[config.mk]
export PLATFORM = sky130hd
export DESIGN_NAME = mod_adder_pipe
export DESIGN_NICKNAME = d
export VERILOG_FILES = /design/src/rtl/mod_adder_pipe.sv
export SDC_FILE = /design/constraint.sdc
export NUM_CORES = 1
export LEC_CHECK = 0
export ABC_AREA = 1
export CORE_MARGIN = 2
export CORE_UTILIZATION = 30
export DETAILED_ROUTE_END_ITERATION = 12
export DONT_BUFFER_PORTS = 1
export PLACE_DENSITY = 0.5
export SYNTH_ARGS = -nofsm -noshare
export SYNTH_HDL_FRONTEND = slang
export SYNTH_SLANG_ARGS = --single-unit
[constraint.sdc]
create_clock -name clk -period 1.3 [get_ports clk]
set_clock_uncertainty 0.15 [all_clocks]
set_input_delay 0.26 -clock clk [delete_from_list [all_inputs] [get_ports clk]]
set_output_delay 0.26 -clock clk [all_outputs]
set_load 0.03 [all_outputs]
[src/rtl/mod_adder_pipe.sv]
// mod_adder_pipe: three-stage pipelined modulo adder, sum = (a + b) mod (2^WIDTH - k).
// Stage 1 forms bitwise g/p/h for a+b and for the carry-saved a+b+k.
// Stage 2 resolves prefix carries for both vectors.
// Stage 3 selects the reduced or unreduced sum.
// Optional subtraction support is enabled by defining MOD_ADDER_SUB_EN.
module mod_adder_pipe #(
  parameter int WIDTH     = 7,
  parameter int PREFIX_KS = 1
) (
  input  logic             clk,
  input  logic             rst_n,
  input  logic             in_valid,
  output logic             in_ready,
  input  logic [WIDTH-1:0] a,
  input  logic [WIDTH-1:0] b,
  input  logic [WIDTH-1:0] k,
`ifdef MOD_ADDER_SUB_EN
  input  logic             sub,
`endif
  output logic             out_valid,
  input  logic             out_ready,
  output logic [WIDTH-1:0] sum,
  output logic             wrap
);

  localparam int N = WIDTH + 1;

  // Group generate from bit 0 up to each position (carry-in already folded into g[0]).
  function automatic logic [N-1:0] prefix_carry(input logic [N-1:0] g, input logic [N-1:0] p);
    logic [N-1:0] gg;
    logic [N-1:0] pp;
    logic [N-1:0] gn;
    logic [N-1:0] pn;
    int j;
    gg = g;
    pp = p;
    if (PREFIX_KS != 0) begin
      for (int d = 1; d < N; d = d * 2) begin
        gn = gg;
        pn = pp;
        for (int i = d; i < N; i++) begin
          gn[i] = gg[i] | (pp[i] & gg[i-d]);
          pn[i] = pp[i] & pp[i-d];
        end
        gg = gn;
        pp = pn;
      end
    end else begin
      for (int l = 0; (1 << l) < N; l++) begin
        gn = gg;
        pn = pp;
        for (int i = 0; i < N; i++) begin
          if ((i & (1 << l)) != 0) begin
            j     = ((i >> (l + 1)) << (l + 1)) + (1 << l) - 1;
            gn[i] = gg[i] | (pp[i] & gg[j]);
            pn[i] = pp[i] & pp[j];
          end else begin
            gn[i] = gg[i];
            pn[i] = pp[i];
          end
        end
        gg = gn;
        pp = pn;
      end
    end
    return gg;
  endfunction

  logic advance_s;

  // Stage 1 combinational operands
  logic             cin_s;
  logic [WIDTH-1:0] y1_s;
  logic [WIDTH-1:0] b2_s;
  logic [WIDTH-1:0] k2_s;
  logic [WIDTH-1:0] hs_s;
  logic [WIDTH-1:0] cs_s;
  logic [WIDTH-1:0] h1_s;
  logic [WIDTH-1:0] g1_s;
  logic [WIDTH-1:0] p1_s;
  logic [N-1:0]     x2_s;
  logic [N-1:0]     y2_s;
  logic [N-1:0]     h2_s;
  logic [N-1:0]     g2_s;
  logic [N-1:0]     p2_s;

  // Stage registers
  logic             v1_r;
  logic             cin_r;
  logic [WIDTH-1:0] h1_r;
  logic [WIDTH-1:0] g1_r;
  logic [WIDTH-1:0] p1_r;
  logic [N-1:0]     h2_r;
  logic [N-1:0]     g2_r;
  logic [N-1:0]     p2_r;
  logic             v2_r;
  logic [WIDTH-1:0] h1b_r;
  logic [N-1:0]     h2b_r;
  logic [N-1:0]     c1_r;
  logic [N-1:0]     c2_r;
`ifdef MOD_ADDER_SUB_EN
  logic             sub2_r;
`endif

  logic [N-1:0]     gc1_s;
  logic [N-1:0]     gc2_s;
  logic [WIDTH-1:0] sum1_s;
  logic [WIDTH-1:0] sum2_s;
  logic             wrap_s;
  logic [WIDTH-1:0] sum_s;

  // One global enable: the whole pipe moves only when the output slot can drain.
  assign advance_s = ~out_valid | out_ready;
  assign in_ready  = advance_s;

  // Build vector 1 (a +/- b) and carry-save vector 2 (a + b + k, or a - b - k).
  always_comb begin
`ifdef MOD_ADDER_SUB_EN
    cin_s = sub;
    y1_s  = sub ? ~b : b;
    k2_s  = sub ? ~k : k;
`else
    cin_s = 1'b0;
    y1_s  = b;
    k2_s  = k;
`endif
    b2_s = y1_s;
    hs_s = a ^ b2_s ^ k2_s;
    cs_s = (a & b2_s) | (a & k2_s) | (b2_s & k2_s);
    // Subtraction needs +2 (two's complement of b and k): one +1 via the free
    // LSB of the shifted carry vector, the other via carry-in.
    x2_s = {1'b0, hs_s};
    y2_s = {cs_s, cin_s};
    h1_s = a ^ y1_s;
    g1_s = a & y1_s;
    p1_s = a | y1_s;
    g1_s[0] = g1_s[0] | (p1_s[0] & cin_s);
    h2_s = x2_s ^ y2_s;
    g2_s = x2_s & y2_s;
    p2_s = x2_s | y2_s;
    g2_s[0] = g2_s[0] | (p2_s[0] & cin_s);
  end

  // Stage 1 registers: bitwise generate/propagate/half-sum for both vectors.
  always_ff @(posedge clk or negedge rst_n) begin
    if (!rst_n) begin
      v1_r  <= 1'b0;
      cin_r <= 1'b0;
      h1_r  <= '0;
      g1_r  <= '0;
      p1_r  <= '0;
      h2_r  <= '0;
      g2_r  <= '0;
      p2_r  <= '0;
    end else if (advance_s) begin
      v1_r  <= in_valid;
      cin_r <= cin_s;
      h1_r  <= h1_s;
      g1_r  <= g1_s;
      p1_r  <= p1_s;
      h2_r  <= h2_s;
      g2_r  <= g2_s;
      p2_r  <= p2_s;
    end
  end

  // Resolve group generates for both vectors through the prefix network.
  always_comb begin
    gc1_s = prefix_carry({1'b0, g1_r}, {1'b0, p1_r});
    gc2_s = prefix_carry(g2_r, p2_r);
  end

  // Stage 2 registers: carry into each bit position (bit 0 is the carry-in).
  always_ff @(posedge clk or negedge rst_n) begin
    if (!rst_n) begin
      v2_r   <= 1'b0;
      h1b_r  <= '0;
      h2b_r  <= '0;
      c1_r   <= '0;
      c2_r   <= '0;
`ifdef MOD_ADDER_SUB_EN
      sub2_r <= 1'b0;
`endif
    end else if (advance_s) begin
      v2_r   <= v1_r;
      h1b_r  <= h1_r;
      h2b_r  <= h2_r;
      c1_r   <= {gc1_s[WIDTH-1:0], cin_r};
      c2_r   <= {gc2_s[WIDTH-1:0], cin_r};
`ifdef MOD_ADDER_SUB_EN
      sub2_r <= cin_r;
`endif
    end
  end

  // Pick the reduced sum whenever reduction by M applies.
  always_comb begin
    sum1_s = h1b_r ^ c1_r[WIDTH-1:0];
    sum2_s = h2b_r[WIDTH-1:0] ^ c2_r[WIDTH-1:0];
`ifdef MOD_ADDER_SUB_EN
    if (sub2_r) begin
      wrap_s = ~c1_r[WIDTH];
    end else begin
      wrap_s = h2b_r[WIDTH] ^ c2_r[WIDTH];
    end
`else
    wrap_s = h2b_r[WIDTH] ^ c2_r[WIDTH];
`endif
    sum_s = wrap_s ? sum2_s : sum1_s;
  end

  // Stage 3 registers: the output slot, frozen while downstream stalls.
  always_ff @(posedge clk or negedge rst_n) begin
    if (!rst_n) begin
      out_valid <= 1'b0;
      sum       <= '0;
      wrap      <= 1'b0;
    end else if (advance_s) begin
      out_valid <= v2_r;
      sum       <= sum_s;
      wrap      <= wrap_s;
    end
  end

  // Top group-generate bits fall beyond the WIDTH+1-bit sums and are dropped.
  logic unused_s;
`ifdef MOD_ADDER_SUB_EN
  assign unused_s = gc1_s[WIDTH] ^ gc2_s[WIDTH];
`else
  assign unused_s = gc1_s[WIDTH] ^ gc2_s[WIDTH] ^ c1_r[WIDTH];
`endif

endmodule

==> Word-level counts from Yosys, hierarchy flattened <==
Index checks and enable logic that the tools add are counted.
{ "word_totals": {"word_cells": 96, "register_bits": 82, "input_bits": 25, "out_inout_bits": 10} }
{ "classes": {"muxes": 1, "bitwise_logic": 80} }
{ "ops": {"columns": ["op", "n"], "rows": [
  ["1-bit bitwise AND", 39],
  ["7-bit bitwise AND", 4],
  ["7-bit bitwise OR", 4],
  ["7-bit XOR", 4],
  ["1-bit bitwise OR", 26],
  ["7-bit by 8-bit XOR with 8-bit output", 1],
  ["7-bit 2-to-1 mux", 1],
  ["1-bit NOT", 1],
  ["1-bit XOR", 1]
]} }

==> Longest topological paths before layout <==
{ "logic_depth": {"word_depth": 5, "mapped_depth": 7, "mapped_depth_nobuf": 6} }

==> Worst setup path after synthesis <==
No wires, ideal clock.
{ "synth_path": {"path_kind": "input to register", "start": "input a[6]", "end": "register h2_r[6]", "required_ps": 1034, "n_path_buf": 0, "path_slack_ps": -222, "setup_ps": 116, "t_arrival_ps": 1256, "stages": 6, "cell_sequence": "inv_1 -> fa_1 -> inv_1 -> ha_1 -> nand2_1 -> nand2_1"} }
{ "synth_via": {"elab_chain_len": 3} }
{ "synth_rtl": {"columns": ["element", "line_no", "rtl"], "rows": [
  ["start: declaration", "14", "input logic [WIDTH-1:0] a,"],
  ["7-bit XOR (2 in a row)", "128", "hs_s = a ^ b2_s ^ k2_s;"],
  ["7-bit by 8-bit XOR with 8-bit output", "138", "h2_s = x2_s ^ y2_s;"],
  ["named net h2_s[6]", "83", "logic [N-1:0] h2_s;"],
  ["end signal: assignment", "161", "h2_r <= h2_s;"],
  ["end: declaration", "93", "logic [N-1:0] h2_r;"]
]} }
The timed path passes the listed nets, and every way through them passes these cells.
A chain may end at the register's enable or synchronous reset.

==> Final worst setup path <==
{ "layout_path": {"start": "register out_valid", "end": "output in_ready"} }
{ "layout_via": {"elab_chain_len": 2} }
{ "layout_rtl": {"columns": ["element", "line_no", "rtl"], "rows": [
  ["start: declaration", "20", "output logic out_valid,"],
  ["start signal: assignment", "219", "out_valid <= v2_r;"],
  ["1-bit NOT", "113", "assign advance_s = ~out_valid | out_ready;"],
  ["1-bit bitwise OR", "113", null],
  ["end: declaration", "13", "output logic in_ready,"]
]} }
No other way between the ends.

==> out/qor.txt <==
Num rows = 40
Initial antenna violation count = 0
Starting Density = 31.0%
Critical setup path kind = reg2out
Post-Syn Instances = 460
Reg-to-reg slack, setup = -80 ps
DR WL/cell = 11.9 um
Vias in the first global route = 2756
# diodes = 0
Fin crit period = 1420 ps
H-tree Lvls = 3
Mapped Area = 0.00377 mm2
Syn_area_per_cell = 8.20 um2
Largest delay share family, worst path = flip-flops
Post-synth ARST share = 100%
CP Launch Type = flip-flop
Reg-to-Reg Start = out_valid$_DFFE_PN0P_
Share of cells above drive strength 1 = 11.6%
Ys flop type = dfrtp_1
Critical-path cell list = nand2_8, buf_12
Core box area = 0.0122 mm2
Yosys top cell area share = 49.7%
Worst Hold Class = in2async
Failing checks = hold timing, setup timing
Yosys warns = 0
Antenna viol nets, final = 0
Worst path bufs/invs = 1
Wirelength, routed = 7790 um
Slew Limit Fails = 0
Die Y = 116 um
Unrepaired setup endpoints after global routing = true
Critical Path Sink Type = output port
Final hold vios = 75
Cell variety after synth = 15
Num CTS Buffers = 9
Power Density = 2030 mW/mm2
Reg clk slew, reported paths = 60 ps
Vias post-DR = 2718
Slowest stage delay, CP = 450 ps
CTS tree = done
Relative slew slack = 78.1%
Upper clock frequency limit = 702 MHz
CTS max path bufs = 2
Post-DR vias/cell = 4.17
CP Data Arrival Time = 1010 ps
Synth Register Bits = 75
Hold_ws = -526 ps
Pin count of the biggest net entering global routing = 76
All-layer global routing usage = 13.2%
Starting DRC count in detailed routing = 117
Area grow syn2layout = 19.4%
Drt first pass iters = 4
Ports = 35
Overall die width = 116 um
CP Data Required Time = 890 ps
Global route total overflow = 0
Outcome = finished, violations left
Worst-skew pair later-pin latency = 330 ps
Hold Buf Count CTS = 1
Final setup violating endpoints = 22
Dpl hpwl = 5370 um
Pre-CTS setup slack = -207 ps
Cell accounting for the most synthesized area = dfrtp_1
Synth top area cells = dfrtp_1 50%, nand2_1 19%, ha_1 7.6%
Final nets = 534
Final setup margin = -124 ps
Post-route DRC = 0
Synth top cells by count = 194 x nand2_1, 75 x dfrtp_1, 71 x inv_1
Placed Area = 0.00410 mm2
Syn nets = 515
Critical R2R Capture = c1_r[3]$_DFFE_PN0P_
Worst-path maximum fanout = 4
Seq/Total Area, Yosys = 49.7%
P_leak = 2.37 nW
Clk root buf = clkbuf_16
Worst IR Drop VDD = 0.764 mV
Die area = 0.0135 mm2
Slowest cell on crit path = dfrtp_2
Final period utilization = 110%
Cell area after layout = 0.00451 mm2
Placer congestion estimate = 0.735
Number of synthesized flops with an enable pin = 0
First-pass GRT wire length = 13600 um
MaxCap Viol Count = 0
Port bufs = 0
Slew @ Worst Pin = 328 ps
Clock sink count = 75
Worst-case reg-to-reg path depth = 6
Most frequent cell after synthesis = nand2_1
[timing repair]
action	in CTS	in global routing
hold endpoints to repair	76	75
gates resized for setup	1	7
endpoints found under the setup margin	18	67
gates cloned	1	0
pin swaps	1	0
setup buffers	2	1
[registers in the layout (all words and copies together) (netlist names), 5 cells and up]
register,count
c1_r,6
sum,7
c2_r,6
h2_r,8
h1_r,7
h2b_r,8
p1_r,5
h1b_r,7
g1_r,6
p2_r,5
g2_r,6
[cell type report]
| cell class | count | area, um2 |
|---|---|---|
| fillers | 1268 | 7660 |
| flip-flops and latches | 75 | 1880 |
| multi-input cells | 298 | 1580 |
| inverters | 72 | 285 |
| clock buffers | 13 | 270 |
| repair buffers | 23 | 240 |
| well taps | 168 | 210 |
| clock inverters | 3 | 45.0 |
[through the flow]
stage	power, mW	hold WS (ps)	cells	TNS, ps	util (%)
2_1_floorplan	5.72	-186	460	-986	-
3_3_place_gp	6.44	-183	631	-1850	33.7
3_5_place_dp	6.49	-183	631	-2020	33.7
4_1_cts	9.21	-538	651	-1050	36.7
5_1_grt	9.94	-538	652	-4110	37.0
6_report	9.14	-526	652	-710	37.0
[layer usage]
layer	global-route usage (%)	part of all wire, %
met1	19.4	52
met5	0	0
met3	2.39	4.2
met4	6.67	2.2
met2	18.8	42
[cells in the final DEF (no fill, tap or decap), types with 2 or more instances in the layout]
cell type and n:
buf_12 4, o21ai_0 29, nand3_1 13, clkbuf_16 9, dfrtp_1 73, nand2_2 2
ha_2 8, a22oi_1 2, ha_1 15, buf_8 2, inv_1 68, nand2_1 191
nor2_1 8, clkbuf_8 3, o21ai_1 20, clkinvlp_4 2, buf_4 16, inv_2 2
dfrtp_2 2, fa_1 7, inv_8 2
[how the worst max path moves through the flow]
stage	from	endpoint	cells past startpoint
2_1_floorplan	k[6]	h2_r[6]$_DFFE_PN0P_	6
3_3_place_gp	k[6]	h2_r[6]$_DFFE_PN0P_	6
3_5_place_dp	k[6]	h2_r[6]$_DFFE_PN0P_	6
4_1_cts	out_valid$_DFFE_PN0P_	in_ready	2
5_1_grt	out_valid$_DFFE_PN0P_	in_ready	2
6_report	out_valid$_DFFE_PN0P_	in_ready	2
[power breakdown]
part / switching (mW) / leakage, nW / internal (mW) / total [mW]
clock network: 0.930 / 0.148 / 1.64 / 2.57
logic: 1.57 / 1.32 / 1.06 / 2.63
registers: 0.787 / 0.903 / 3.15 / 3.94
[cell families after synthesis]
logic type               count (synthesis)  synth area share, %
AND/OR/NAND/NOR                        216                 22.0
AO/OA/AOI/OAI                           51                 6.90
flip-flops                              75                 49.7
adder cells (fa/ha/maj)                 30                 11.3
buffers and inverters                   88                 10.0
No activity file was read; power rests on OpenSTA's default activity.
